**config.mk**
```make
export PLATFORM = sky130hd
export DESIGN_NAME = acc_core_gen2
export DESIGN_NICKNAME = d
export VERILOG_FILES = /design/src/rtl/acc_core_pkg.sv /design/src/rtl/acc_core_retstack.sv /design/src/rtl/acc_core_gen2.sv
export SDC_FILE = /design/constraint.sdc
export NUM_CORES = 1
export LEC_CHECK = 0
export CAP_MARGIN = 20
export CORE_ASPECT_RATIO = 0.7
export CORE_MARGIN = 2
export CORE_UTILIZATION = 45
export DETAILED_ROUTE_END_ITERATION = 10
export PLACE_DENSITY = 0.75
export SYNTH_ARGS = -nofsm -noshare
export SYNTH_HDL_FRONTEND = slang
export SYNTH_SLANG_ARGS = --single-unit
```
**constraint.sdc**
```tcl
create_clock -name clk -period 2.6 [get_ports clk]
set_input_delay 0.39 -clock clk [delete_from_list [all_inputs] [get_ports clk]]
set_output_delay 0.39 -clock clk [all_outputs]
set_load 0.05 [all_outputs]
```
**src/rtl/acc_core_pkg.sv**
```systemverilog
// Shared opcode and state definitions for the accumulator core family.
package acc_core_pkg;

    localparam int OP_W = 4;

    localparam logic [OP_W-1:0] OP_NOP  = 4'h0;
    localparam logic [OP_W-1:0] OP_LDI  = 4'h1;
    localparam logic [OP_W-1:0] OP_ADDI = 4'h2;
    localparam logic [OP_W-1:0] OP_SUBI = 4'h3;
    localparam logic [OP_W-1:0] OP_ANDI = 4'h4;
    localparam logic [OP_W-1:0] OP_ORI  = 4'h5;
    localparam logic [OP_W-1:0] OP_XORI = 4'h6;
    localparam logic [OP_W-1:0] OP_SHL  = 4'h7;
    localparam logic [OP_W-1:0] OP_SHR  = 4'h8;
    localparam logic [OP_W-1:0] OP_JMP  = 4'h9;
    localparam logic [OP_W-1:0] OP_JZ   = 4'hA;
    localparam logic [OP_W-1:0] OP_JC   = 4'hB;
    localparam logic [OP_W-1:0] OP_CALL = 4'hC;
    localparam logic [OP_W-1:0] OP_RET  = 4'hD;
    localparam logic [OP_W-1:0] OP_HALT = 4'hE;
    localparam logic [OP_W-1:0] OP_RSVD = 4'hF;

    typedef enum logic [1:0] {
        ST_FILL  = 2'd0,
        ST_RUN   = 2'd1,
        ST_FLUSH = 2'd2,
        ST_HALT  = 2'd3
    } state_t;

endpackage

```
**src/rtl/acc_core_retstack.sv**
```systemverilog
// Return-address LIFO; entry 0 is always the top of stack.
module acc_core_retstack
    import acc_core_pkg::*;
#(
    parameter int PC_W        = 8,
    parameter int STACK_DEPTH = 4
) (
    input  logic            clk,
    input  logic            CLB,
    input  logic            push,
    input  logic            pop,
    input  logic [PC_W-1:0] push_data,
    output logic [PC_W-1:0] top,
    output logic            full,
    output logic            empty
);

    localparam int CNT_W = $clog2(STACK_DEPTH + 1);

    logic [PC_W-1:0]  mem [STACK_DEPTH];
    logic [CNT_W-1:0] count;

    assign top   = mem[0];
    assign full  = (count == CNT_W'(STACK_DEPTH));
    assign empty = (count == '0);

    // Shift-register organisation avoids a variable read index.
    always_ff @(posedge clk or negedge CLB) begin
        if (!CLB) begin
            count <= '0;
            for (int i = 0; i < STACK_DEPTH; i++) mem[i] <= '0;
        end else if (push && !full) begin
            mem[0] <= push_data;
            for (int i = 1; i < STACK_DEPTH; i++) mem[i] <= mem[i-1];
            count <= count + CNT_W'(1);
        end else if (pop && !empty) begin
            for (int i = 0; i < STACK_DEPTH - 1; i++) mem[i] <= mem[i+1];
            count <= count - CNT_W'(1);
        end
    end

endmodule

```
**src/rtl/acc_core_gen2.sv**
```systemverilog
// Second-generation accumulator core with flags, jumps, CALL/RET and HALT.
// Optional ACC_CORE_SAT_EN: ADDI/SUBI saturate instead of wrapping.
//
// state | meaning
// FILL  | first edge after reset, fetch pipeline not yet valid
// RUN   | execute input_ins (address pc-1)
// FLUSH | discard the stale word fetched behind a taken transfer
// HALT  | frozen until reset
module acc_core_gen2
    import acc_core_pkg::*;
#(
    parameter int DATA_W      = 8,
    parameter int PC_W        = 8,
    parameter int IMM_W       = 4,
    parameter int STACK_DEPTH = 4
) (
    input  logic                  clk,
    input  logic                  CLB,
    input  logic [OP_W+IMM_W-1:0] input_ins,
    output logic [PC_W-1:0]       pc,
    output logic [DATA_W-1:0]     accum_value,
    output logic                  zero_flag,
    output logic                  carry_flag,
    output logic                  halted,
    output logic                  stack_err,
    output logic                  retired
);

    state_t              state, state_nx;
    logic [PC_W-1:0]     pc_nx;
    logic [DATA_W-1:0]   acc_nx;
    logic                z_nx, c_nx, err_nx, ret_nx;
    logic [OP_W-1:0]     op;
    logic [IMM_W-1:0]    imm;
    logic [DATA_W-1:0]   imm_d;
    logic [PC_W-1:0]     imm_pc;
    logic [DATA_W:0]     sum, diff;
    logic                push, pop;
    logic [PC_W-1:0]     stk_top;
    logic                stk_full, stk_empty;

    assign op     = input_ins[IMM_W +: OP_W];
    assign imm    = input_ins[IMM_W-1:0];
    assign imm_d  = DATA_W'(imm);
    assign imm_pc = PC_W'(imm);
    assign sum    = {1'b0, accum_value} + {1'b0, imm_d};
    assign diff   = {1'b0, accum_value} - {1'b0, imm_d};
    assign halted = (state == ST_HALT);

    // In RUN, pc already equals exec_pc+1, which is the CALL return address.
    acc_core_retstack #(
        .PC_W        (PC_W),
        .STACK_DEPTH (STACK_DEPTH)
    ) u_retstack (
        .clk       (clk),
        .CLB       (CLB),
        .push      (push),
        .pop       (pop),
        .push_data (pc),
        .top       (stk_top),
        .full      (stk_full),
        .empty     (stk_empty)
    );

    always_comb begin
        state_nx = state;
        pc_nx    = pc;
        acc_nx   = accum_value;
        z_nx     = zero_flag;
        c_nx     = carry_flag;
        err_nx   = stack_err;
        ret_nx   = 1'b0;
        push     = 1'b0;
        pop      = 1'b0;
        case (state)
            ST_FILL, ST_FLUSH: begin
                pc_nx    = pc + PC_W'(1);
                state_nx = ST_RUN;
            end
            ST_RUN: begin
                pc_nx  = pc + PC_W'(1);
                ret_nx = 1'b1;
                case (op)
                    OP_LDI:  acc_nx = imm_d;
                    OP_ADDI: begin
                        c_nx   = sum[DATA_W];
                        acc_nx = sum[DATA_W-1:0];
`ifdef ACC_CORE_SAT_EN
                        if (sum[DATA_W]) acc_nx = '1;
`endif
                    end
                    OP_SUBI: begin
                        c_nx   = diff[DATA_W];
                        acc_nx = diff[DATA_W-1:0];
`ifdef ACC_CORE_SAT_EN
                        if (diff[DATA_W]) acc_nx = '0;
`endif
                    end
                    OP_ANDI: acc_nx = accum_value & imm_d;
                    OP_ORI:  acc_nx = accum_value | imm_d;
                    OP_XORI: acc_nx = accum_value ^ imm_d;
                    OP_SHL:  acc_nx = accum_value << imm;
                    OP_SHR:  acc_nx = accum_value >> imm;
                    OP_JMP: begin
                        pc_nx    = imm_pc;
                        state_nx = ST_FLUSH;
                    end
                    OP_JZ: if (zero_flag) begin
                        pc_nx    = imm_pc;
                        state_nx = ST_FLUSH;
                    end
                    OP_JC: if (carry_flag) begin
                        pc_nx    = imm_pc;
                        state_nx = ST_FLUSH;
                    end
                    OP_CALL: if (stk_full) begin
                        err_nx = 1'b1;
                    end else begin
                        push     = 1'b1;
                        pc_nx    = imm_pc;
                        state_nx = ST_FLUSH;
                    end
                    OP_RET: if (stk_empty) begin
                        err_nx = 1'b1;
                    end else begin
                        pop      = 1'b1;
                        pc_nx    = stk_top;
                        state_nx = ST_FLUSH;
                    end
                    OP_HALT: state_nx = ST_HALT;
                    default: ;
                endcase
                if (op >= OP_LDI && op <= OP_SHR) z_nx = (acc_nx == '0);
            end
            default: ;
        endcase
    end

    always_ff @(posedge clk or negedge CLB) begin
        if (!CLB) begin
            state       <= ST_FILL;
            pc          <= '0;
            accum_value <= '0;
            zero_flag   <= 1'b0;
            carry_flag  <= 1'b0;
            stack_err   <= 1'b0;
            retired     <= 1'b0;
        end else begin
            state       <= state_nx;
            pc          <= pc_nx;
            accum_value <= acc_nx;
            zero_flag   <= z_nx;
            carry_flag  <= c_nx;
            stack_err   <= err_nx;
            retired     <= ret_nx;
        end
    end

endmodule

```
==> results.py, run 1 <==
metrics = {
    "cells_and_area": {
        "area_delta_synth_final_pct": 29.4,
        "finalInstanceArea_um2": 5670,
        "layout.nets": 578,
        "diodes": 0,
        "drive_above_1_share_pct": 28.2,
    },
    "floorplan": {
        "dieHeight_um": 86.5,
        "rows": 30,
        "core_area_um2": 9570,
        "ios": 31,
        "dieArea_um2": 10500,
        "fp.dieW_um": 122,
        "initial_core_util_pct": 45.7,
    },
    "global_routing": {
        "grt_max_degree": 58,
        "grt_pass1_vias": 3893,
        "antenna_found_initial": 0,
        "grt_usage_pct": 25.0,
        "grt_overflow_total": 0,
        "grt_first_pass_wirelength_um": 20500,
    },
    "synthesis": {
        "synth_nets": 487,
        "synth_edf_count": 0,
        "yosys_warnings": 0,
        "postSynthAreaPerCell_um2": 9.52,
        "synthesis.area_um2": 4380,
        "synth.distinct_cells": 85,
        "ys.flop_type": "dfrtp_1",
        "synth.ff_latch_count": 57,
        "ys_seq_area_share_pct": 32.6,
        "netlist_instances": 460,
        "async_flop_share_pct": 100,
    },
    "critical_path": {
        "crit_chain": "clkdlybuf4s50_1 > inv_1 > ha_1 > buf_4 > o21ba_2 > o21ai_1 > xnor2_1 > a22oi_2 > nand4_1 > o41ai_2",
        "critPathSlowestCell": "clkdlybuf4s50_1",
        "cp_slowest_stage_delay_ns": 0.48,
        "path_class": "in -> reg",
        "required_ns": 2.81,
        "worst-path-max-fanout": 5,
        "arrival_ns": 2.74,
        "cp-end-kind": "flip-flop",
        "startpoint_type": "primary input",
    },
    "timing": {
        "grt_setup_unrepaired": "no",
        "fin_crit_sh_pct": 97.0,
        "worstMarginPinSlew_ns": 0.720,
        "fin_setup_tns_ns": 0,
        "setup_violations": 0,
        "fin_skew_ns": 0.00604,
        "max_freq_ghz": 0.397,
        "relSlewSlack_pct": 52.0,
        "whs_ns": 0.203,
        "drv_slew": 0,
        "setup_ws_ns": 0.0788,
        "finalCriticalPeriod_ns": 2.52,
        "final_hold_viol_count": 0,
    },
    "cts": {
        "root_buffer": "clkbuf_16",
        "clk_latency_ns": 0.33,
        "cts_setup_buffers": 0,
        "path_clk_slew_ns": 0.05,
        "clockBufferDepth": 2,
        "cts_buffers": 9,
        "cts_tree": "done",
        "h-tree-depth": 3,
        "clock_sink_count": 57,
        "hold_buffers": 0,
    },
    "detailed_routing": {
        "drtPass1Iterations": 5,
        "drt_iter0_drc": 393,
        "drc": 0,
        "vias_per_cell": 5.96,
        "vias": 4076,
        "wl_per_cell_um": 18.7,
        "routed_wl_um": 12800,
        "ant_nets": 0,
    },
    "placed_design": {
        "place_area_um2": 5260,
        "routabilityCongestion": 0.978,
        "pre_cts_ws_ns": -0.426,
        "detailed_place_hpwl_um": 9240,
        "io_buffer_count": 30,
    },
    "power": {
        "power.total_mw": 5.38,
        "powerDensity_nw_per_um2": 950,
        "p_leak_nw": 2.36,
        "irDropWorstVdd_v": 0.000662,
    },
    "hold_path": {
        "hold_class": "in -> async",
    },
    "job": {
        "drv_cap": 0,
    },
    "run_status": {
        "status": "completed",
    },
}
synthesized netlist by cell type, drive strengths merged, types with 3 or more instances:
| cell type | count | share of area [%] |
|---|---|---|
| o21ai | 42 | 4.9 |
| a221oi | 4 | 1.1 |
| o211ai | 8 | 1.4 |
| or2 | 4 | 0.57 |
| nand2 | 41 | 3.5 |
| clkbuf | 11 | 1.4 |
| nor4 | 3 | 0.43 |
| mux2i | 28 | 6.4 |
| nor3 | 5 | 0.83 |
| inv | 24 | 2.1 |
| a22oi | 3 | 0.51 |
| or3 | 3 | 0.43 |
| buf | 24 | 4.1 |
| a221o | 3 | 0.71 |
| fa | 3 | 1.4 |
| and2b | 3 | 0.63 |
| or3b | 3 | 0.60 |
| a21o | 5 | 0.86 |
| nor3b | 3 | 0.51 |
| nand4 | 6 | 0.86 |
| a21oi | 22 | 2.5 |
| nand2b | 9 | 1.3 |
| a31oi | 7 | 1.0 |
| ha | 14 | 4.0 |
| o31ai | 4 | 0.91 |
| nand3 | 8 | 0.91 |
| mux2 | 17 | 4.4 |
| mux4 | 4 | 2.1 |
| nor2 | 19 | 1.6 |
| xnor2 | 6 | 1.2 |
| a22o | 6 | 1.2 |
| dfrtp | 57 | 33 |
| a31o | 4 | 0.80 |
| and3 | 7 | 1.0 |
| o221ai | 6 | 1.2 |
| o22ai | 4 | 0.57 |
path summary, 6_finish.rpt:
check	depth (start not counted)	slack [ns]	end	start
max	10	0.08	zero_flag$_DFFE_PN0P_	input_ins[2]
min in group clk	1	0.48	stack_err$_DFFE_PN0P_	stack_err$_DFFE_PN0P_
max in group asynchronous	2	1.87	accum_value[0]$_DFFE_PN0P_	CLB
min reg2reg	1	0.48	stack_err$_DFFE_PN0P_	stack_err$_DFFE_PN0P_
max reg2reg	9	0.11	zero_flag$_DFFE_PN0P_	accum_value[0]$_DFFE_PN0P_
min	2	0.20	u_retstack.mem[3]$_DFFE_PN0P_	CLB
kinds of logic after synthesis:
kind of cell / count (synthesis) / share of synthesized area (%)
AOI/OAI and AO/OA: 146 / 24.3
muxes: 49 / 12.8
buffers and inverters: 59 / 7.63
and+or+nand+nor: 126 / 16.1
xor gates and xnor gates: 6 / 1.20
adders and majority gates: 17 / 5.37
DFF: 57 / 32.6
worst max-delay path: cells and delay by family:
kind            cells  cell delay (ns)
compound gates      4             0.99
xor+xnor            1             0.12
fa+ha+maj           1             0.37
buf+inv             3             0.73
simple gates        1             0.14
through the flow:
stage               utilization (%)  cells
floorplan                         -    460
global placement               55.0    667
detailed placement             55.0    667
CTS                            58.6    683
global route                   59.2    684
finish                         59.2    684
area by class of cell:
cell class                 count  area (um2)
multi-input combinational    344        2700
clock inverter                 7        95.1
tap                          128         160
inverter                      24        90.1
sequential                    57        1430
timing repair buffer         115         965
fill                         795        3910
clock buffer                   9         225
registers in the layout, summed over array words and instances (netlist names), 2 cells and up:
name and flops:
accum_value 8, state 2, u_retstack.top 8, u_retstack.count 3
u_retstack.mem 24, pc 8
placed cells by master, fill, tap and decap left out, drive strengths merged, types with 4 or more instances in the layout:
| cell | Yosys | layout |
|---|---|---|
| mux2 | 17 | 17 |
| a221oi | 4 | 4 |
| a31o | 4 | 4 |
| o221ai | 6 | 6 |
| o22ai | 4 | 4 |
| nand4 | 6 | 6 |
| xnor2 | 6 | 6 |
| nand2 | 41 | 41 |
| or2 | 4 | 4 |
| inv | 24 | 24 |
| a21o | 5 | 5 |
| and3 | 7 | 7 |
| o21ai | 42 | 42 |
| nand2b | 9 | 9 |
| ha | 14 | 14 |
| dfrtp | 57 | 57 |
| a31oi | 7 | 7 |
| nor3 | 5 | 5 |
| nor2 | 19 | 19 |
| a21oi | 22 | 22 |
| a22o | 6 | 6 |
| clkinv | 0 | 4 |
| o211ai | 8 | 8 |
| clkdlybuf4s50 | 0 | 27 |
| mux4 | 4 | 4 |
| nand3 | 8 | 8 |
| mux2i | 28 | 28 |
| clkbuf | 11 | 9 |
| buf | 24 | 86 |
| o31ai | 4 | 4 |
routing by layer:
layer  global-route usage, %  part of all wire [%]
met1                    36.7                    46
met4                    5.85                   1.2
met2                    36.6                    43
met3                    6.64                   9.2
met5                       0                     0
report_power, final:
| group | internal, mW | total [mW] | switching [mW] |
|---|---|---|---|
| logic | 1.15 | 2.74 | 1.59 |
| clock network | 0.837 | 1.25 | 0.414 |
| registers | 1.10 | 1.39 | 0.289 |
| total | 3.08 | 5.38 | 2.30 |
timing repair:
action / 4_1_cts / 5_1_grt
gates resized for setup: 8 / 13
cloned: 0 / 1
endpoints found under the setup margin: 4 / 6
No activity file was read; power rests on OpenSTA's default activity.
==> inputs of run 2 (changes only) <==
Settings changed: SLEW_MARGIN from default to 5.
Clock period 2.6 ns to 3 ns, I/O delays scaled along.
==> run 2 against run 1 <==
Against the previous run: combinational power down 27%; sequential cell count is the same; power shrank 22%; global-route usage shrank 2.2 points; non-clock buffer count down 47; count of clock-buffer cells in the layout unchanged; sequential power fell by 9%; clock skew grew 0.0019 ns; die area did not move; wire length is 9.4% lower; first-iteration DRC count fell by 25%; via count is 5.1% lower; largest power group unchanged; highest routed layer unchanged.
==> results.py, run 2 (same netlist as run 1, synthesis figures left out) <==
metrics = {
    "global_routing": {
        "grt_max_degree": 59,
        "busiest_layer": "met1",
        "grt_pass1_vias": 3590,
        "grtUsageMet1_pct": 35.1,
        "antenna_found_initial": 0,
        "grt_first_pass_wirelength_um": 18800,
        "grt_overflow_total": 0,
        "gr-usage-met2_pct": 30.6,
        "grt_usage_pct": 22.8,
        "grt_use_met3_pct": 7.04,
    },
    "detailed_routing": {
        "drc": 0,
        "ant_nets": 0,
        "wl_per_cell_um": 18.2,
        "drtPass1Iterations": 5,
        "vias": 3870,
        "routed_wl_um": 11600,
        "vias_per_cell": 6.08,
        "drt_iter0_drc": 293,
    },
    "power": {
        "irDropWorstVdd_v": 0.000482,
        "p_leak_nw": 2.09,
        "powerDensity_nw_per_um2": 812,
    },
    "critical_path": {
        "path_class": "in -> reg",
        "startpoint_type": "primary input",
        "worst-path-max-fanout": 14,
        "cp-end-kind": "flip-flop",
        "required_ns": 3.26,
        "arrival_ns": 3.08,
    },
    "floorplan": {
        "initial_core_util_pct": 45.7,
        "core_area_um2": 9570,
        "dieHeight_um": 86.5,
        "dieArea_um2": 10500,
        "ios": 31,
        "fp.dieW_um": 122,
        "rows": 30,
    },
    "cells_and_area": {
        "fillers": 851,
        "drive_above_1_share_pct": 18.7,
        "area_delta_synth_final_pct": 18.3,
        "regArea_um2": 1430,
        "layout_common_cells": "dfrtp_1, nand2_1, o21ai_0",
        "largest-register": "u_retstack.mem",
        "multiInputGateArea_um2": 2630,
        "diodes": 0,
        "largest_register_ffs": 24,
        "layout.nets": 531,
        "final_common_cell": "dfrtp_1",
        "utilization_pct": 54.1,
        "stdcell_count": 637,
    },
    "timing": {
        "whs_ns": 0.138,
        "fin_skew_ns": 0.00794,
        "drv_slew": 0,
        "worstMarginPinSlew_ns": 0.782,
        "fin_setup_tns_ns": 0,
        "finalCriticalPeriod_ns": 2.82,
        "grt_setup_unrepaired": "no",
        "fin_crit_sh_pct": 93.9,
        "relSlewSlack_pct": 47.1,
        "setup_ws_ns": 0.183,
        "setup_violations": 0,
        "max_freq_ghz": 0.355,
        "final_hold_viol_count": 0,
    },
    "placed_design": {
        "placed_cells": 621,
        "io_buffer_count": 30,
        "pre_cts_ws_ns": -0.0743,
        "routabilityCongestion": 0.978,
        "detailed_place_hpwl_um": 8380,
    },
    "cts": {
        "path_clk_slew_ns": 0.05,
        "clk_latency_ns": 0.33,
        "clockBufferDepth": 2,
        "cts_setup_buffers": 0,
        "h-tree-depth": 3,
        "hold_buffers": 0,
        "clock_sink_count": 57,
        "postCtsResizedCells": 0,
        "root_buffer": "clkbuf_16",
        "cts_tree": "done",
        "cts_buffers": 9,
    },
    "run_status": {
        "status": "completed",
    },
    "job": {
        "drv_cap": 0,
    },
    "hold_path": {
        "hold_class": "in -> async",
    },
}
## run 2: cell types whose count changed in the layout (fill, tap and decap cells not counted), sizes merged, moves of 2 or more
cell / previous run / this run
clkinv: 4 / 2
inv: 24 / 26
clkinvlp: 1 / 3
buf: 86 / 39
bufinv: 2 / 0
clkdlybuf4s50: 27 / 29
## run 2: power breakdown
group | total, mW | leakage (nW) | internal [mW] | switching (mW)
Combinational | 2.00 | 1.22 | 0.814 | 1.18
Clock | 0.946 | 0.128 | 0.563 | 0.383
Sequential | 1.26 | 0.745 | 0.945 | 0.316
Total | 4.21 | 2.09 | 2.32 | 1.88
## run 2: metrics by stage
step	total power, mW	instance area, um2
finish	4.21	5180
global route	4.45	5180
CTS	4.19	5180
detailed placement	3.23	4900
global placement	3.19	4900
floorplan	2.57	4380
## run 2: final timing paths
check                                      startpoint  slack [ns]                             end  depth (start not counted)
hold / removal                                    CLB        0.14  u_retstack.mem[12]$_DFFE_PN0P_                          1
max in group asynchronous                         CLB        2.03               pc[3]$_DFFE_PN0N_                          2
min in group clk                stack_err$_DFFE_PN0P_        0.47           stack_err$_DFFE_PN0P_                          1
setup reg to reg           accum_value[1]$_DFFE_PN0P_        0.35      accum_value[7]$_DFFE_PN0P_                          9
setup / recovery                         input_ins[6]        0.18               pc[4]$_DFFE_PN0N_                          9
hold reg to reg                 stack_err$_DFFE_PN0P_        0.47           stack_err$_DFFE_PN0P_                          1
## run 2: critical path, cell delays in order
cell and delay [ns]:
clkdlybuf4s50_1 0.51, buf_4 0.21, and3b_1 0.22, nor4b_1 0.66, o21ai_1 0.20, and3_1 0.34
inv_2 0.17, a32o_1 0.18, a22o_1 0.13
## run 2: per-layer routing
| metal | part of all wire, % | vias to the layer above |
|---|---|---|
| met3 | 8.8 | 21 |
| met2 | 41 | 160 |
| met1 | 48 | 1883 |
| met5 | 0 | - |
| li1 | - | 1806 |
| met4 | 1.4 | 0 |
## run 2: final cells by class
class,count,area share (%)
well taps,128,3.09
flip-flops and latches,57,27.5
repair buffers,68,11.4
inverters,24,1.74
clock inverters,7,1.04
clock buffers,9,4.35
multi-input cells,344,50.8
==> inputs of run 3 (changes only) <==
Settings changed: CELL_PAD_IN_SITES_DETAIL_PLACEMENT from default to 1, CELL_PAD_IN_SITES_GLOBAL_PLACEMENT from default to 2, CORE_UTILIZATION 45 to 41, PLACE_DENSITY 0.75 to 0.95.
==> run 3 against run 2 <==
Against the previous run: sequential power is essentially flat; count of clock-buffer cells in the layout grew 3; largest power group unchanged; register-to-register slack lost 0.02 ns; wire length grew 14%; highest routed layer unchanged; hold slack gained 0.14 ns; largest cell class unchanged; sequential share of layout area shrank 0.17 points; critical endpoint is now zero_flag$_DFFE_PN0P_; fmax grew 2.8%; critical path depth is the same; clock skew grew 0.0011 ns.
==> results.py, run 3 (same netlist as run 1, synthesis figures left out) <==
metrics = {
    "run_status": {
        "status": "completed",
    },
    "cts": {
        "cts_tree": "done",
        "clock_sink_count": 57,
        "cts_buffers": 9,
        "postCtsResizedCells": 0,
        "cts_setup_buffers": 0,
        "h-tree-depth": 3,
        "clk_latency_ns": 0.33,
        "clockBufferDepth": 2,
        "hold_buffers": 0,
        "path_clk_slew_ns": 0.06,
        "root_buffer": "clkbuf_16",
    },
    "floorplan": {
        "rows": 31,
        "initial_core_util_pct": 42.3,
        "dieArea_um2": 11500,
        "core_area_um2": 10400,
        "dieHeight_um": 90.5,
        "ios": 31,
        "fp.dieW_um": 128,
    },
    "detailed_routing": {
        "drt_iter0_drc": 306,
        "drtPass1Iterations": 4,
        "ant_nets": 0,
        "routed_wl_um": 13200,
        "vias": 3829,
        "drc": 0,
        "wl_per_cell_um": 20.7,
        "vias_per_cell": 6.00,
    },
    "placed_design": {
        "routabilityCongestion": 0.973,
        "io_buffer_count": 30,
        "pre_cts_ws_ns": -0.0160,
        "detailed_place_hpwl_um": 9600,
    },
    "critical_path": {
        "required_ns": 3.23,
        "startpoint_type": "primary input",
        "reg2reg_from": "accum_value[0]$_DFFE_PN0P_",
        "path_class": "in -> reg",
        "cp-end-kind": "flip-flop",
        "arrival_ns": 2.97,
        "worst-r2r-cell-count": 9,
        "worst-path-max-fanout": 3,
        "r2r_slack_ns": 0.33,
        "worstReg2RegEnd": "zero_flag$_DFFE_PN0P_",
    },
    "timing": {
        "grt_setup_unrepaired": "no",
        "fin_skew_ns": 0.00899,
        "fin_setup_tns_ns": 0,
        "relSlewSlack_pct": 35.9,
        "setup_violations": 0,
        "setup_ws_ns": 0.260,
        "max_freq_ghz": 0.365,
        "worstMarginPinSlew_ns": 0.962,
        "fin_crit_sh_pct": 91.3,
        "finalCriticalPeriod_ns": 2.74,
        "drv_slew": 0,
        "final_hold_viol_count": 0,
    },
    "cells_and_area": {
        "fillers": 1170,
        "drive_above_1_share_pct": 18.2,
        "final_common_cell": "dfrtp_1",
        "diodes": 0,
        "layout.nets": 528,
        "largest_register_ffs": 24,
        "area_delta_synth_final_pct": 19.0,
        "largest-register": "u_retstack.mem",
        "layout_common_cells": "dfrtp_1, nand2_1, o21ai_0",
    },
    "global_routing": {
        "antenna_found_initial": 0,
        "grt_max_degree": 59,
        "grt_pass1_vias": 3964,
        "grt_overflow_total": 0,
        "grt_first_pass_wirelength_um": 21900,
        "grt_usage_pct": 24.5,
    },
    "hold_path": {
        "hold_class": "in -> async",
    },
    "power": {
        "powerDensity_nw_per_um2": 859,
        "p_sw_share_pct": 42.9,
        "power.total_mw": 4.48,
        "p_seq_share_pct": 28.2,
        "combPwrFrac_pct": 46.2,
        "intPower_mw": 2.56,
        "irDropWorstVdd_v": 0.000690,
        "power.switching_mw": 1.92,
        "p_leak_nw": 2.11,
        "p_clk_share_pct": 25.6,
    },
    "job": {
        "drv_cap": 0,
    },
}
==> run 3: layout make-up <==
type / count / area, um2 / area share, %
multi-input cells: 344 / 2630 / 50.5
clock buffers: 12 / 267 / 5.11
clock inverters: 4 / 73.8 / 1.42
repair buffers: 65 / 558 / 10.7
inverters: 24 / 90.1 / 1.73
flip-flops and latches: 57 / 1430 / 27.4
well taps: 132 / 165 / 3.17
==> run 3: worst max path at each step <==
stage,start,endpoint,slack (ns),depth (start not counted)
floorplan,accum_value[1]$_DFFE_PN0P_,zero_flag$_DFFE_PN0P_,0.36,8
detailed placement,input_ins[1],zero_flag$_DFFE_PN0P_,-0.02,9
global placement,input_ins[0],zero_flag$_DFFE_PN0P_,0.04,9
global route,input_ins[7],pc[7]$_DFFE_PN0N_,0.14,8
CTS,input_ins[1],zero_flag$_DFFE_PN0P_,0.34,9
finish,input_ins[0],zero_flag$_DFFE_PN0P_,0.26,9
==> run 3: routing by layer <==
metal	track usage (%)	share of wire, %	up-vias
met5	0	0	-
met4	5.04	0.73	0
met3	7.29	5.3	7
met2	34.0	42	75
met1	37.4	52	1949
li1	-	-	1798
==> run 3: stage by stage <==
step	cell area [um2]	util [%]	std cells	hold slack (ns)
global route	5210	50.3	638	0.347
global placement	4870	47.0	622	0.466
floorplan	4380	-	460	0.154
finish	5210	50.3	638	0.277
CTS	5210	50.3	638	0.303
detailed placement	4870	47.0	622	0.474
==> run 3: critical path: stages <==
cell and delay [ns]:
clkdlybuf4s50_1 0.46, ha_1 0.28, fa_1 0.41, o21ba_2 0.24, o21ai_0 0.25, o22ai_1 0.14, o22ai_1 0.35, nand4_1 0.16
o41ai_2 0.23
==> run 3: power groups by stage <==
stage          sequential [mW]  combinational, mW  clock (mW)
2_1_floorplan             1.52               1.05           0
3_3_place_gp              1.24               1.98           0
3_5_place_dp              1.26               2.04           0
4_1_cts                   1.25               2.06        1.17
5_1_grt                   1.29               2.22        1.22
6_report                  1.26               2.07        1.15
